$ cat config.mk
export PLATFORM = sky130hd
export DESIGN_NAME = pipelined_multiplier
export DESIGN_NICKNAME = d
export VERILOG_FILES = /design/src/rtl/mul_pkg.sv /design/src/rtl/mul_stage.sv /design/src/rtl/pipelined_multiplier.sv
export SDC_FILE = /design/constraint.sdc
export NUM_CORES = 1
export LEC_CHECK = 0
export CORE_MARGIN = 2
export CORE_UTILIZATION = 60
export CTS_CLUSTER_SIZE = 40
export DETAILED_ROUTE_END_ITERATION = 10
export GPL_TIMING_DRIVEN = 1
export HOLD_SLACK_MARGIN = 0.1
export PLACE_DENSITY = 0.8
export SYNTH_ARGS = -nofsm -noshare
export SYNTH_HDL_FRONTEND = slang
export SYNTH_SLANG_ARGS = --single-unit
$ cat constraint.sdc
create_clock -name clk -period 10.95 [get_ports clk]
set_input_delay 3.285 -clock clk [delete_from_list [all_inputs] [get_ports clk]]
set_output_delay 3.285 -clock clk [all_outputs]
set_load 0.01 [all_outputs]
$ cat src/rtl/mul_pkg.sv
// -----------------------------------------------------------------------------
// mul_pkg
// Shared definitions for the pipelined RV32M multiplier.
//   - Op encodings, matching funct3[1:0] of the RV32M multiply group.
//   - MUL_MAX_STAGES: deepest supported pipeline.
//   - mul_slice_w(): width of each multiplier-operand slice handled by a stage.
// -----------------------------------------------------------------------------
package mul_pkg;

   typedef logic [1:0] mul_op_t;

   localparam mul_op_t MUL_OP_MUL    = 2'b00;
   localparam mul_op_t MUL_OP_MULH   = 2'b01;
   localparam mul_op_t MUL_OP_MULHSU = 2'b10;
   localparam mul_op_t MUL_OP_MULHU  = 2'b11;

   localparam int MUL_MAX_STAGES = 4;

   // ceil(op_w / stages): each stage consumes one slice of this many B bits.
   function automatic int mul_slice_w(input int op_w, input int stages);
      return (op_w + stages - 1) / stages;
   endfunction

endpackage

$ cat src/rtl/mul_stage.sv
// -----------------------------------------------------------------------------
// mul_stage
// One accumulate stage of the pipelined multiplier. Adds A x slice_IDX(B),
// shifted into place, to the incoming partial sum and registers the result
// together with the sideband (valid, op, rd) and the operands the later
// stages still need. All registers hold while stall is high.
//
// Ports:
//   clk, rst_n       clock, synchronous active-low reset
//   stall            hold every register of this stage
//   vld_in/op_in/rd_in/a_in/b_in/acc_in   values from the previous stage
//   vld_out/op_out/rd_out/a_out/b_out/acc_out   registered values
// -----------------------------------------------------------------------------
module mul_stage
   import mul_pkg::*;
#(
   parameter int IDX     = 0,
   parameter int STAGES  = 3,
   parameter int OP_W    = 33,
   parameter int B_W     = 33,
   parameter int ACC_W   = 66,
   parameter int SLICE_W = 11,
   parameter int TAG_W   = 5
) (
   input  logic                    clk,
   input  logic                    rst_n,
   input  logic                    stall,
   input  logic                    vld_in,
   input  mul_op_t                 op_in,
   input  logic [TAG_W-1:0]        rd_in,
   input  logic signed [OP_W-1:0]  a_in,
   input  logic [B_W-1:0]          b_in,
   input  logic signed [ACC_W-1:0] acc_in,
   output logic                    vld_out,
   output mul_op_t                 op_out,
   output logic [TAG_W-1:0]        rd_out,
   output logic signed [OP_W-1:0]  a_out,
   output logic [B_W-1:0]          b_out,
   output logic signed [ACC_W-1:0] acc_out
);

   logic [SLICE_W-1:0]      raw;
   logic signed [SLICE_W:0] slice;
   logic signed [ACC_W-1:0] a_wide;
   logic signed [ACC_W-1:0] s_wide;
   logic signed [ACC_W-1:0] pp;

   assign raw = b_in[IDX*SLICE_W +: SLICE_W];

   // Lower slices are plain unsigned digits; only the top slice carries B's
   // sign (B was already sign- or zero-extended to a whole number of slices).
   assign slice = (IDX == STAGES - 1) ? $signed({raw[SLICE_W-1], raw})
                                      : $signed({1'b0, raw});

   assign a_wide = ACC_W'(a_in);
   assign s_wide = ACC_W'(slice);
   assign pp     = (a_wide * s_wide) <<< (IDX * SLICE_W);

   // Stage register boundary
   always_ff @(posedge clk) begin
      if (!rst_n) begin
         vld_out <= 1'b0;
         op_out  <= MUL_OP_MUL;
         rd_out  <= '0;
         a_out   <= '0;
         b_out   <= '0;
         acc_out <= '0;
      end else if (!stall) begin
         vld_out <= vld_in;
         op_out  <= op_in;
         rd_out  <= rd_in;
         a_out   <= a_in;
         b_out   <= b_in;
         acc_out <= acc_in + pp;
      end
   end

endmodule

$ cat src/rtl/pipelined_multiplier.sv
// -----------------------------------------------------------------------------
// pipelined_multiplier
// Pipelined XLEN x XLEN RV32M multiplier sitting beside the EX stage. Accepts
// one op per cycle, accumulates partial products over STAGES register stages
// and returns the selected product half tagged with its destination register.
//
// Build option: MUL_HIGH_EN
//   defined   - MUL, MULH, MULHSU, MULHU; operands extended to XLEN+1 bits,
//               2*XLEN+2 bit accumulator.
//   undefined - op_i ignored, every op is MUL; XLEN-bit accumulator.
//
// Ports:
//   clk, rst_n        clock, synchronous active-low reset
//   stall_i           freeze every stage (including the output)
//   flush_i           drop the op presented this cycle
//   in_valid_i, op_i, opA_i, opB_i, rd_i   new multiply
//   out_valid_o, result_o, rd_o            registered result
//   stage_valid_o, stage_rd_o              per-stage valid/rd, bit 0 youngest
//   busy_o            any stage holds a valid op
// -----------------------------------------------------------------------------
module pipelined_multiplier
   import mul_pkg::*;
#(
   parameter int XLEN   = 32,
   parameter int STAGES = 3,
   parameter int TAG_W  = 5
) (
   input  logic                    clk,
   input  logic                    rst_n,
   input  logic                    stall_i,
   input  logic                    flush_i,
   input  logic                    in_valid_i,
   input  logic [1:0]              op_i,
   input  logic [XLEN-1:0]         opA_i,
   input  logic [XLEN-1:0]         opB_i,
   input  logic [TAG_W-1:0]        rd_i,
   output logic                    out_valid_o,
   output logic [XLEN-1:0]         result_o,
   output logic [TAG_W-1:0]        rd_o,
   output logic [STAGES-1:0]       stage_valid_o,
   output logic [STAGES*TAG_W-1:0] stage_rd_o,
   output logic                    busy_o
);

`ifdef MUL_HIGH_EN
   localparam int OP_W  = XLEN + 1;
   localparam int ACC_W = 2 * XLEN + 2;
`else
   localparam int OP_W  = XLEN;
   localparam int ACC_W = XLEN;
`endif
   localparam int SLICE_W = mul_slice_w(OP_W, STAGES);
   localparam int B_W     = STAGES * SLICE_W;

   if (STAGES < 1 || STAGES > MUL_MAX_STAGES) begin : g_bad_stages
      $error("pipelined_multiplier: STAGES must be in 1..%0d", MUL_MAX_STAGES);
   end

   // Index k is the input of stage k; index k+1 is its registered output.
   logic                    vld_p [STAGES+1];
   mul_op_t                 op_p  [STAGES+1];
   logic [TAG_W-1:0]        rd_p  [STAGES+1];
   logic signed [OP_W-1:0]  a_p   [STAGES+1];
   logic [B_W-1:0]          b_p   [STAGES+1];
   logic signed [ACC_W-1:0] acc_p [STAGES+1];

`ifdef MUL_HIGH_EN
   logic a_signed;
   logic b_signed;

   assign a_signed = (op_i != MUL_OP_MULHU);
   assign b_signed = (op_i == MUL_OP_MUL) || (op_i == MUL_OP_MULH);
   assign a_p[0]   = $signed({a_signed & opA_i[XLEN-1], opA_i});
   // B is widened to a whole number of slices so the top slice is complete.
   assign b_p[0]   = B_W'($signed({b_signed & opB_i[XLEN-1], opB_i}));
`else
   assign a_p[0]   = $signed(opA_i);
   assign b_p[0]   = B_W'(opB_i);
`endif

   // Stall is not folded in here: a stalled stage 0 simply does not load.
   assign vld_p[0] = in_valid_i && !flush_i;
   assign op_p[0]  = op_i;
   assign rd_p[0]  = rd_i;
   assign acc_p[0] = '0;

   for (genvar k = 0; k < STAGES; k++) begin : g_stage
      mul_stage #(
         .IDX     (k),
         .STAGES  (STAGES),
         .OP_W    (OP_W),
         .B_W     (B_W),
         .ACC_W   (ACC_W),
         .SLICE_W (SLICE_W),
         .TAG_W   (TAG_W)
      ) u_stage (
         .clk     (clk),
         .rst_n   (rst_n),
         .stall   (stall_i),
         .vld_in  (vld_p[k]),
         .op_in   (op_p[k]),
         .rd_in   (rd_p[k]),
         .a_in    (a_p[k]),
         .b_in    (b_p[k]),
         .acc_in  (acc_p[k]),
         .vld_out (vld_p[k+1]),
         .op_out  (op_p[k+1]),
         .rd_out  (rd_p[k+1]),
         .a_out   (a_p[k+1]),
         .b_out   (b_p[k+1]),
         .acc_out (acc_p[k+1])
      );

      assign stage_valid_o[k]               = vld_p[k+1];
      assign stage_rd_o[k*TAG_W +: TAG_W]   = rd_p[k+1];
   end

   assign out_valid_o = vld_p[STAGES];
   assign rd_o        = rd_p[STAGES];
   assign busy_o      = |stage_valid_o;

`ifdef MUL_HIGH_EN
   assign result_o = (op_p[STAGES] == MUL_OP_MUL) ? acc_p[STAGES][XLEN-1:0]
                                                  : acc_p[STAGES][2*XLEN-1:XLEN];

   // The two guard bits above the 2*XLEN product are never selected.
   logic unused_tail;
   assign unused_tail = ^{acc_p[STAGES][ACC_W-1 -: 2], a_p[STAGES], b_p[STAGES]};
`else
   assign result_o = acc_p[STAGES];

   logic unused_tail;
   assign unused_tail = ^{op_p[STAGES], a_p[STAGES], b_p[STAGES]};
`endif

endmodule

==> results.toml <==
[timing]
relSlewSlack = 0.340
postLayoutSetupSlackWorst_ps = 1140
finClkSkew_ps = 13.3
timing.final.crit_share = 0.896
drv_slew = 0
tns_ps = 0
max_slew.worst_pin.slew_ps = 987
hold_viol = 0
max_freq_ghz = 0.102
finalSetupViolCount = 0
rsz0062_at_grt = "false"
fin_crit_ps = 9810

[synthesis]
synthesis.area_per_instance_um2 = 8.69
synth_seq_cells = 176
yosysWarnings = 0
synth_async_sr_flop_share = 0
synthFlopType = "dfxtp_1"
syn-cell-area_mm2 = 0.0231
ys_seq_area_frac = 0.152
synth_cell_types = 59
synth-edff-count = 0
synthCells = 2660
synth_nets = 3277

[setup_path]
r2r_slack_ps = 3480
crit_chain = "clkdlybuf4s50_1 -> nand2_1 -> fa_1 -> fa_1 -> inv_1 -> fa_1 -> inv_1 -> fa_1 -> inv_1 -> fa_1 -> ha_1 -> or3_1 -> a2111oi_0 -> nor3b_1 -> o211ai_1 -> o211ai_1 -> a211oi_1 -> a21oi_1 -> xnor2_1 -> o21ai_0"
worstPathMaxFanout = 24
cp_num_buf_inv = 4
crit_path_end_kind = "flip-flop"
path_common_cell = "fa_1"
r2r_start = "g_stage[0].u_stage.b_out[14]"
worstPathRequired_ps = 11280
cp.arrival_ps = 10140
cp_slowest_cell = "clkdlybuf4s50_1"
cp_slowest_stage_delay_ps = 1110
crit_start = "opB_i[8]"
critPathTopFamily = "adder cells"
start_kind = "primary input"
crit_type = "in2reg"

[drt]
dr.pass1.iters = 5
wl_per_cell_um = 16.6
via_per_inst = 5.50
vias = 17400
drtIter0Drc = 1013
totalWireLength_um = 52600
drc_errors = 0
ant_nets = 0

[floorplan]
ios = 133
die-area_mm2 = 0.0401
core_mm2 = 0.0378
fp-row-count = 71
die_h_um = 200
start_util = 0.611
die_w_um = 200

[finish]
nFillCells = 3153
final_core_util = 0.659
antenna_cells = 0
area_growth_pct = 7.85
fin_nets = 3265
drive_above_1_share = 0.0199

[global_route]
grt_max_degree = 87
antenna_found_initial = 1
overflow = 0
grt_pass1_vias = 18700
grt_pass1_wl_um = 90300
grtUsageTotal = 0.275

[power_and_ir_drop]
internal_power_mw = 2.45
p_switching_mw = 2.23
leakage_nw = 12.1
power.total_mw = 4.69
power_frac_clock = 0.128
swShare = 0.477
power_frac_comb = 0.701
p_seq_frac = 0.171
powerDensity_mw_per_mm2 = 188
ir_drop_mv = 0.170

[clock_tree]
cts_buffer_depth = 2
insertion_delay_ps = 470
cts-root-buf = "clkbuf_16"
cts_inserted_buffers = 17
cts_tree = "yes"
clkSlewWorstSetupHoldPaths_ps = 80
cts-resized-gates = 0
ctsHoldBuffers = 0
cts_htree_levels = 4
cts_num_sinks = 176
post_cts_buffers = 0

[placement]
port_buffers = 130
gp_congestion = 0.939
pre_cts_slack_ps = 764
dp_hpwl_um = 41700

[hold_path]
hp-class = "reg2reg"
min_from = "g_stage[1].u_stage.acc_out[13]"

[run_status]
status = "finished, final reports clean"

[flow_run]
cap_violations = 0
registers in the layout, summed over array words and instances (netlist names):
register and flops:
g_stage.u_stage.vld_out 3, g_stage.u_stage.b_out 31, g_stage.u_stage.rd_out 15, g_stage.u_stage.acc_out 96, g_stage.u_stage.a_out 31
cells by family (layout without fill, tap and decap cells):
kind of cell / count (synthesis) / after routing / share of synthesized area
and+or+nand+nor: 874 / 874 / 0.174
buffers and inverters: 613 / 614 / 0.106
adders and majority gates: 541 / 541 / 0.411
AOI/OAI and AO/OA: 211 / 211 / 0.0569
DFF: 176 / 176 / 0.152
muxes: 124 / 124 / 0.0537
xor gates and xnor gates: 121 / 121 / 0.0464
layout make-up:
cell class,instances,area [um2],share of cell area
clock buffer,20,437,0.0175
clock inverter,12,131,0.00527
sequential,176,3520,0.141
inverter,438,1650,0.0660
multi-input combinational,1871,17200,0.688
tap,511,639,0.0256
timing repair buffer,144,1410,0.0566
synthesized netlist by cell type (7+ instances only):
master    instances  share of area
a21o_1           21         0.0068
dfxtp_1         176           0.15
ha_1            178          0.096
o21ai_0          31         0.0067
xnor2_1          95          0.036
buf_1             9         0.0015
fa_1            363           0.31
mux2i_1         124          0.054
or3_1            10         0.0027
a21oi_1          91          0.020
clkbuf_1        126          0.020
and2_1          220          0.060
inv_1           436          0.071
and3_1            8         0.0022
nor3_1           12         0.0026
buf_4            40          0.013
xor2_1           25         0.0095
o21bai_1          7         0.0023
nand2b_1         11         0.0030
nand3_1          26         0.0056
nand2_1         381          0.062
nor2_1          184          0.030
o21a_1           10         0.0032
tightest hold or removal path: cells and delay by family (launching register included):
kind             cells  cell delay [ps]
flip-flops           1              310
AND/OR/NAND/NOR      1               60
AO/OA/AOI/OAI        1               50
power groups by stage:
| stage | clock [mW] | combinational (mW) | sequential, mW |
|---|---|---|---|
| 2_1_floorplan | 0 | 2.50 | 0.768 |
| 3_3_place_gp | 0 | 3.11 | 0.810 |
| 3_5_place_dp | 0 | 3.22 | 0.813 |
| 4_1_cts | 0.612 | 3.25 | 0.800 |
| 5_1_grt | 0.635 | 3.69 | 0.811 |
| 6_report | 0.601 | 3.28 | 0.801 |
final timing paths:
kind | cells past startpoint | to
setup / recovery | 20 | g_stage[0].u_stage.acc_out[31]
hold / removal | 2 | g_stage[1].u_stage.acc_out[13]
setup reg to reg | 27 | g_stage[1].u_stage.acc_out[31]
hold reg to reg | 2 | g_stage[1].u_stage.acc_out[13]
metrics by stage:
step | cells | cell area [um2] | hold WS (ps)
3_3_place_gp | 3140 | 24400 | 449
6_report | 3172 | 24900 | 463
5_1_grt | 3172 | 24900 | 492
2_1_floorplan | 2660 | 23100 | 440
3_5_place_dp | 3140 | 24400 | 456
4_1_cts | 3172 | 24900 | 466
placed cells by master, fill, tap and decap left out, drive strengths merged, types with 5 or more instances in the layout:
cell,instances
a211oi,6
a21o,21
a21oi,91
a31oi,6
and2,220
and3,8
buf,15
clkbuf,20
clkdlybuf4s50,129
clkinv,7
dfxtp,176
fa,363
ha,178
inv,441
mux2i,124
nand2,381
nand2b,11
nand3,26
nand4,5
nor2,184
nor2b,5
nor3,12
o21a,10
o21ai,32
o21bai,7
or3,10
xnor2,95
xor2,25
metal layers:
metal  routed length, um  GRT usage  up-vias
met4                1420     0.0974        2
li1                    -          -     8085
met2               26400      0.484      544
met3                2860     0.0400      126
met5                  13          0        -
met1               22000      0.346     8680
No activity file was read; power rests on OpenSTA's default activity.
